**src/rtl/depth_fetch_unit.sv**
```systemverilog
// depth_fetch_unit: depth-buffer fetch stage between fragment generation and depth test.
// Each accepted fragment issues one Avalon-MM read of its stored depth. Its side data is
// parked in a FIFO, and each in-order read response is paired with its fragment downstream.
//
// Ports:
//   clock, reset                 single clock, synchronous active-high reset
//   master_*                     Avalon-MM read master (write side tied off)
//   input_valid, done_in         upstream fragment / end-of-primitive token
//   addr_in, color_in, depth_in  upstream fragment fields
//   stall_out                    upstream must hold
//   stall_in                     downstream backpressure
//   output_valid, *_out          paired fragment + old depth
//   done_out                     one-cycle done token
//   protocol_error               sticky: response with nothing outstanding
module depth_fetch_unit #(
  parameter int unsigned ADDR_W          = 26,
  parameter int unsigned DEPTH_W         = 32,
  parameter int unsigned COLOR_W         = 24,
  parameter int unsigned MAX_OUTSTANDING = 8,
  parameter int unsigned DEPTH_OFFSET    = 4,
  parameter logic [3:0]  BE_MASK         = 4'hF
) (
  input  logic               clock,
  input  logic               reset,
  output logic [ADDR_W-1:0]  master_address,
  output logic               master_read,
  output logic               master_write,
  output logic [3:0]         master_byteenable,
  output logic [31:0]        master_writedata,
  input  logic [DEPTH_W-1:0] master_readdata,
  input  logic               master_readdatavalid,
  input  logic               master_waitrequest,
  input  logic               input_valid,
  input  logic               done_in,
  output logic               stall_out,
  input  logic [ADDR_W-1:0]  addr_in,
  input  logic [COLOR_W-1:0] color_in,
  input  logic [DEPTH_W-1:0] depth_in,
  input  logic               stall_in,
  output logic               output_valid,
  output logic [ADDR_W-1:0]  addr_out,
  output logic [COLOR_W-1:0] color_out,
  output logic [DEPTH_W-1:0] new_depth_out,
  output logic [DEPTH_W-1:0] old_depth_out,
  output logic               done_out,
  output logic               protocol_error
);

  localparam int unsigned PtrW  = $clog2(MAX_OUTSTANDING);
  localparam int unsigned CntW  = PtrW + 1;
  localparam int unsigned SideW = ADDR_W + COLOR_W + DEPTH_W;

  typedef enum logic [1:0] {StIdle, StReq, StDrain} state_e;

  state_e                state_q, state_d;
  logic                  master_read_q;
  logic [ADDR_W-1:0]     master_addr_q;
  logic                  proto_err_q;

  logic [SideW-1:0]      side_mem_q [MAX_OUTSTANDING];
  logic [DEPTH_W-1:0]    resp_mem_q [MAX_OUTSTANDING];
  logic [PtrW-1:0]       side_wr_q, side_rd_q, resp_wr_q, resp_rd_q;
  logic [CntW-1:0]       side_cnt_q, resp_cnt_q, outstanding;

  logic side_full, side_empty, resp_empty, done_pending;
  logic accept, done_acc, resp_push, proto_hit, out_valid, pop, drain_done;
  logic [SideW-1:0] side_head;

  assign side_full    = (side_cnt_q == CntW'(MAX_OUTSTANDING));
  assign side_empty   = (side_cnt_q == '0);
  assign resp_empty   = (resp_cnt_q == '0);
  assign done_pending = (state_q == StDrain);

  assign stall_out = side_full | (master_read_q & master_waitrequest) | done_pending;
  assign accept    = input_valid & ~stall_out;
  assign done_acc  = done_in & ~stall_out;

  // Accepted-but-unanswered fragments; includes a fragment whose read is not yet issued.
  assign outstanding = side_cnt_q - resp_cnt_q;
  assign resp_push   = master_readdatavalid & (outstanding != '0);
  assign proto_hit   = master_readdatavalid & (outstanding == '0);

  assign out_valid  = ~side_empty & ~resp_empty;
  assign pop        = out_valid & ~stall_in;
  assign drain_done = done_pending & side_empty & ~master_read_q;

  always_comb begin
    state_d  = state_q;
    done_out = 1'b0;
    unique case (state_q)
      StIdle:  if (accept) state_d = StReq;
      StReq:   if (!master_waitrequest && !accept) state_d = StIdle;
      StDrain: begin
        if (drain_done) begin
          done_out = 1'b1;
          state_d  = StIdle;
        end
      end
      default: state_d = StIdle;
    endcase
    // A fragment accepted alongside done still gets its read; the read flag tracks it.
    if (done_acc) state_d = StDrain;
  end

  always_ff @(posedge clock) begin
    if (reset) begin
      state_q       <= StIdle;
      master_read_q <= 1'b0;
      master_addr_q <= '0;
      proto_err_q   <= 1'b0;
      side_wr_q     <= '0;
      side_rd_q     <= '0;
      resp_wr_q     <= '0;
      resp_rd_q     <= '0;
      side_cnt_q    <= '0;
      resp_cnt_q    <= '0;
    end else begin
      state_q <= state_d;
      // Accept is only possible when no read is stalled, so one request register suffices.
      master_read_q <= accept | (master_read_q & master_waitrequest);
      if (accept) master_addr_q <= addr_in + ADDR_W'(DEPTH_OFFSET);
      if (proto_hit) proto_err_q <= 1'b1;
      if (accept)    side_wr_q <= side_wr_q + PtrW'(1);
      if (pop)       side_rd_q <= side_rd_q + PtrW'(1);
      if (resp_push) resp_wr_q <= resp_wr_q + PtrW'(1);
      if (pop)       resp_rd_q <= resp_rd_q + PtrW'(1);
      side_cnt_q <= side_cnt_q + CntW'(accept) - CntW'(pop);
      resp_cnt_q <= resp_cnt_q + CntW'(resp_push) - CntW'(pop);
    end
  end

  // Storage needs no reset; pointers and counts define validity.
  always_ff @(posedge clock) begin
    if (accept)    side_mem_q[side_wr_q] <= {addr_in, color_in, depth_in};
    if (resp_push) resp_mem_q[resp_wr_q] <= master_readdata;
  end

  assign side_head = side_mem_q[side_rd_q];

  assign master_address    = master_addr_q;
  assign master_read       = master_read_q;
  assign master_write      = 1'b0;
  assign master_byteenable = BE_MASK;
  assign master_writedata  = '0;
  assign protocol_error    = proto_err_q;

  // Fields forced to zero when not valid so stale storage never leaks out.
  assign output_valid  = out_valid;
  assign addr_out      = out_valid ? side_head[SideW-1 -: ADDR_W] : '0;
  assign color_out     = out_valid ? side_head[DEPTH_W +: COLOR_W] : '0;
  assign new_depth_out = out_valid ? side_head[DEPTH_W-1:0] : '0;
  assign old_depth_out = out_valid ? resp_mem_q[resp_rd_q] : '0;

endmodule

```
**config.mk**
```make
export PLATFORM = sky130hd
export DESIGN_NAME = depth_fetch_unit
export DESIGN_NICKNAME = d
export VERILOG_FILES = /design/src/rtl/depth_fetch_unit.sv
export SDC_FILE = /design/constraint.sdc
export NUM_CORES = 1
export LEC_CHECK = 0
export ABC_AREA = 0
export BUFFER_PORTS_ARGS = -buffer_cell sky130_fd_sc_hd__buf_2
export CELL_PAD_IN_SITES_DETAIL_PLACEMENT = 1
export CELL_PAD_IN_SITES_GLOBAL_PLACEMENT = 2
export CORE_MARGIN = 3
export CORE_UTILIZATION = 40
export CTS_BUF_LIST = sky130_fd_sc_hd__clkbuf_2 sky130_fd_sc_hd__clkbuf_4 sky130_fd_sc_hd__clkbuf_8
export CTS_CLUSTER_SIZE = 16
export DETAILED_ROUTE_END_ITERATION = 10
export GPL_TIMING_DRIVEN = 0
export PLACE_DENSITY = 0.79
export SLEW_MARGIN = 20
export SYNTH_ARGS = -nofsm -noshare
export SYNTH_HDL_FRONTEND = slang
export SYNTH_SLANG_ARGS = --single-unit
```
**constraint.sdc**
```tcl
create_clock -name clock -period 15.7 [get_ports clock]
set_input_delay 3.14 -clock clock [delete_from_list [all_inputs] [get_ports clock]]
set_output_delay 3.14 -clock clock [all_outputs]
set_load 0.05 [all_outputs]
```
==> flow_summary.ini, run 1 <==
[clock_network]
cts_tree = done
cts.htree.levels = 4
clock_sinks = 968
path_clk_slew_ns = 0.06
cts-root-buf = clkbuf_8
clk_latency_ns = 0.83
cts_buffers = 157
postCtsHoldBufs = 0
cts_setup_buffers = 0
postCtsResizedCells = 0
cts_buffer_depth = 3

[floorplanning]
die_h_um = 312
die-area_mm2 = 0.0976
io_pins = 303
core_area_mm2 = 0.0924
row_count = 111
start_util = 0.407
chipWidth_um = 312

[drt]
vias_per_cell = 5.26
wirelength_um = 96100
drt_iter0_markers = 1680
dr_total_vias = 19700
post_drt_wl_per_cell_um = 25.6
route.detailed.drc = 0
final_antenna_net_count = 0
drtPass1Iterations = 7

[power]
power_mw = 8.06
cellLeakagePower_nw = 15.0
vdd_drop_max_uv = 116
powerDensity_mw_per_mm2 = 179

[setup_path]
cp_max_fo = 3
reg2reg_to = side_mem_q[4][3]$_DFFE_PP_
reg2reg_slack_ns = 11.52
ff2ff_path_depth = 13
critPathKind = in -> out
crit_path_end_kind = primary output
required_ns = 12.56
critPathLaunchType = primary input
crit_arrival_ns = 3.99
worst_r2r_startpoint = side_cnt_q[2]$_SDFF_PP0_

[flow_run]
cap_viol_max_count = 0

[sta]
finalSetupTns_ns = 0
final_max_slew_viol_count = 0
rsz0062_at_grt = false
slew_headroom = 0.335
whs_ns = 0.430
hold_viol_final = 0
fin_crit_sh = 0.454
fmax_mhz = 140
setup_viol = 0
fin_worst_skew_ns = 0.0494
fin_ws_ns = 8.57
period_needed_ns = 7.13
worst_slew_pin_slew_ns = 0.997

[global_routing]
antenna_found_initial = 16
grt-ovfl-total = 0
track_usage = 0.198
grt_max_degree = 21
grt_pass1_vias = 21800
grt_pass1_wl_um = 143000

[placed_design]
dp_hpwl_um = 64900
gp_congestion = 0.735
place_area_mm2 = 0.0418
portBuffers = 264
dp.cells = 3452
pre_cts_ws_ns = 8.58

[layout]
areaGrowthSynthToFinish_pct = 19.6
drive_gt1_frac = 0.373
fin_nets = 2510
final_common_cell = edfxtp_1
final_util = 0.487
finalNonFillerCells = 3748
final_cell_mix = edfxtp_1, buf_2, mux4_2
fin_area_mm2 = 0.0449

[yosys]
avgSynthCellArea_um2 = 20.8
synth_async_sr_flop_share = 0
synth_edf_count = 912
ys_seq_area_frac = 0.759
synthesis.area_mm2 = 0.0376
synth_seq_cells = 968
ys.flop_type = edfxtp_1
synthCells = 1809
yosys_warnings = 0
ys_types = 41

[worst_hold_path]
min_from = state_q[1]$_SDFFE_PP0P_
whs_endpoint = state_q[0]$_SDFFE_PP0P_
holdCritPathClass = reg -> reg
min_path_cells = 1

[outcome]
outcome = completed
## power by group
part | switching (mW) | internal, mW
clock network | 1.01 | 1.16
logic | 1.85 | 0.861
registers | 0.0734 | 3.10
total | 2.93 | 5.12
## registers in the layout (all words and copies together) (netlist names), 3 cells and up, named ones only
| name | cells |
|---|---|
| resp_cnt_q | 4 |
| side_wr_q | 3 |
| master_address | 26 |
| side_mem_q | 656 |
| resp_wr_q | 3 |
| side_rd_q | 3 |
| side_cnt_q | 4 |
| resp_mem_q | 256 |
| resp_rd_q | 3 |
## Yosys cell counts (all sizes together) (6+ instances only)
library cell,n,area share
edfxtp,912,0.73
mux4,228,0.14
nor2,167,0.017
mux2i,115,0.031
buf,94,0.015
dfxtp,56,0.030
clkbuf,33,0.0033
nand2,27,0.0027
a211oi,25,0.0053
xor2,20,0.0047
ha,19,0.0063
inv,19,0.0019
a21oi,15,0.0020
xnor2,15,0.0035
nand3,8,0.0011
nor3,8,0.0014
and3,6,0.0010
and4,6,0.0014
## routing by layer
layer,GRT usage,wire (um)
met5,0,9
met4,0.0747,2920
met3,0.0401,5520
met2,0.335,48700
met1,0.254,39000
## cell families (layout without fill, tap and decap cells)
family / after synthesis / after routing / synth area share
and+or+nand+nor: 244 / 244 / 0.0280
adders and majority gates: 21 / 21 / 0.00740
xor gates and xnor gates: 35 / 35 / 0.00816
muxes: 343 / 343 / 0.167
AOI/OAI and AO/OA: 50 / 50 / 0.00996
DFF: 968 / 968 / 0.759
buffers and inverters: 146 / 796 / 0.0198
other: 2 / 48 / 0.000200
## critical path, stage by stage
cell and delay, ns:
buf_2 0.11, and2_1 0.16, a211oi_1 0.29, inv_1 0.07
buf_2 0.22
## worst max path at each step
| stage | startpoint | to | cells past startpoint |
|---|---|---|---|
| after floorplan | master_waitrequest | side_mem_q[0][0]$_DFFE_PP_ | 5 |
| after global placement | master_waitrequest | side_mem_q[0][3]$_DFFE_PP_ | 6 |
| after detailed placement | master_waitrequest | stall_out | 5 |
| after CTS | master_waitrequest | stall_out | 5 |
| after global routing | master_waitrequest | stall_out | 5 |
| final | master_waitrequest | stall_out | 5 |
## cell type report
| type | count | area (um2) |
|---|---|---|
| diodes | 11 | 27.5 |
| clock buffers | 208 | 2580 |
| well taps | 1243 | 1560 |
| fillers | 8711 | 47400 |
| multi-input cells | 730 | 8540 |
| plain buffers | 127 | 673 |
| flip-flops and latches | 968 | 28500 |
| repair buffers | 365 | 2430 |
| inverters | 19 | 71.3 |
| clock inverters | 77 | 542 |
Power figures use the tool's default switching activity.
==> run 2, diff against run 1 <==
==> constraint.sdc (replaced) <==
create_clock -name clock -period 7.1 [get_ports clock]
set_input_delay 1.42 -clock clock [delete_from_list [all_inputs] [get_ports clock]]
set_output_delay 1.42 -clock clock [all_outputs]
set_load 0.05 [all_outputs]
==> run 2 against run 1 <==
  * Sequential power grew 120%
  * First-iteration DRC count shrank 7.1%
  * Cell area barely moved
  * Power increased by 120%
  * Count of clock-buffer cells in the layout increased by 11
  * Worst hold slack lost 0.016 ns
  * Critical path depth rose by 2
  * Core utilization is essentially flat
  * Flip-flop and latch count stayed put
  * Routed wire length increased by 0.30%
  * Setup slack worse by 6.6 ns
  * Clock power is 120% higher
  * Highest routed layer unchanged
==> flow_summary.ini, run 2 (same netlist as run 1, synthesis figures left out) <==
[sta]
rsz0062_at_grt = false
period_needed_ns = 5.08
fin_worst_skew_ns = 0.0567
setup_viol = 0
final_max_slew_viol_count = 0
worst_slew_pin_slew_ns = 1.04
slew_headroom = 0.306
fmax_mhz = 197
fin_crit_sh = 0.716
finalSetupTns_ns = 0
fin_ws_ns = 2.02
hold_viol_final = 0

[clock_network]
cts_setup_buffers = 0
cts-root-buf = clkbuf_8
cts_buffer_depth = 3
path_clk_slew_ns = 0.06
cts_tree = done
postCtsResizedCells = 0
clk_latency_ns = 0.83
cts.htree.levels = 4
postCtsHoldBufs = 0
clock_sinks = 968
cts_buffers = 157

[power]
cellLeakagePower_nw = 14.9
power_mw = 17.8
vdd_drop_max_uv = 235
powerDensity_mw_per_mm2 = 396

[setup_path]
crit_path_end_kind = primary output
cp_max_fo = 10
crit_arrival_ns = 3.66
required_ns = 5.68
worst_r2r_startpoint = side_cnt_q[2]$_SDFF_PP0_
ff2ff_path_depth = 11
reg2reg_to = side_mem_q[4][10]$_DFFE_PP_
reg2reg_slack_ns = 3.56
critPathLaunchType = flop
critPathKind = reg -> out

[floorplanning]
chipWidth_um = 312
start_util = 0.407
die-area_mm2 = 0.0976
core_area_mm2 = 0.0924
die_h_um = 312
io_pins = 303
row_count = 111

[placed_design]
dp_hpwl_um = 65100
pre_cts_ws_ns = 2.52
gp_congestion = 0.759
portBuffers = 264
dp.cells = 3441

[worst_hold_path]
min_path_cells = 1
holdCritPathClass = reg -> reg
whs_endpoint = state_q[0]$_SDFFE_PP0P_
min_from = state_q[1]$_SDFFE_PP0P_

[layout]
fin_nets = 2499
drive_gt1_frac = 0.375
areaGrowthSynthToFinish_pct = 19.5
final_common_cell = edfxtp_1
largest_register_ffs = 656
nFillCells = 8661
largest_register = side_mem_q
finalNonFillerCells = 3726
final_util = 0.486
final_cell_mix = edfxtp_1, buf_2, mux4_2

[drt]
drtPass1Iterations = 5
route.detailed.drc = 0
post_drt_wl_per_cell_um = 25.9
drt_iter0_markers = 1560
vias_per_cell = 5.26
final_antenna_net_count = 0
dr_total_vias = 19600
wirelength_um = 96400

[global_routing]
grt_max_degree = 20
grt_pass1_wl_um = 143000
grt-ovfl-total = 0
track_usage = 0.199
antenna_found_initial = 13
grt_pass1_vias = 21700

[outcome]
outcome = completed

[flow_run]
cap_viol_max_count = 0
-- run 2: cell types whose count changed in the layout (fill, tap and decap cells not counted), moves of 3 or more --
| cell | before | now |
|---|---|---|
| inv_6 | 2 | 5 |
| clkbuf_4 | 45 | 56 |
| buf_2 | 313 | 298 |
| buf_8 | 1 | 8 |
| clkinv_1 | 46 | 30 |
| diode_2 | 11 | 8 |
-- run 2: power breakdown --
part	internal (mW)	switching, mW
combinational	1.91	4.10
sequential	6.85	0.174
clock	2.55	2.20
-- run 2: critical path, cell delays in order, from the launching register on --
cell and delay [ns]:
dfxtp_1 0.35, nor2_1 0.47, a22o_1 0.24, buf_2 0.49
buf_2 0.52, buf_2 0.38, nor2_1 0.15, buf_2 0.24
-- run 2: final cells by class --
| class | instances | area, um2 | share of cell area |
|---|---|---|---|
| inverters | 19 | 71.3 | 0.00159 |
| multi-input cells | 730 | 8550 | 0.191 |
| plain buffers | 127 | 673 | 0.0150 |
| well taps | 1243 | 1560 | 0.0346 |
| repair buffers | 354 | 2440 | 0.0543 |
| clock inverters | 58 | 412 | 0.00917 |
| diodes | 8 | 20.0 | 0.000446 |
| clock buffers | 219 | 2660 | 0.0593 |
| flip-flops and latches | 968 | 28500 | 0.635 |
-- run 2: stage by stage --
stage	instance area [um2]	hold slack [ns]
after floorplan	37700	0.391
after global placement	40600	0.399
after detailed placement	41800	0.411
after CTS	44900	0.416
after global routing	44900	0.439
final	44900	0.413
-- run 2: layer usage --
metal	routed length (um)	global-route usage	share of wire	up-vias
met3	5430	0.0423	0.056	158
li1	-	-	-	8377
met4	2390	0.0642	0.025	4
met5	27	0	0.00028	-
met2	48800	0.333	0.51	674
met1	39700	0.260	0.41	10400
-- run 2: how the worst max path moves through the flow --
stage,start,end,slack (ns),cells past startpoint
after floorplan,master_waitrequest,side_mem_q[1][0]$_DFFE_PP_,-1.29,5
after global placement,master_waitrequest,side_mem_q[1][5]$_DFFE_PP_,-8.08,6
after detailed placement,master_waitrequest,side_mem_q[4][5]$_DFFE_PP_,2.52,11
after CTS,side_cnt_q[1]$_SDFF_PP0_,old_depth_out[5],1.87,7
after global routing,side_cnt_q[1]$_SDFF_PP0_,old_depth_out[8],1.79,7
final,side_cnt_q[1]$_SDFF_PP0_,old_depth_out[8],2.02,7
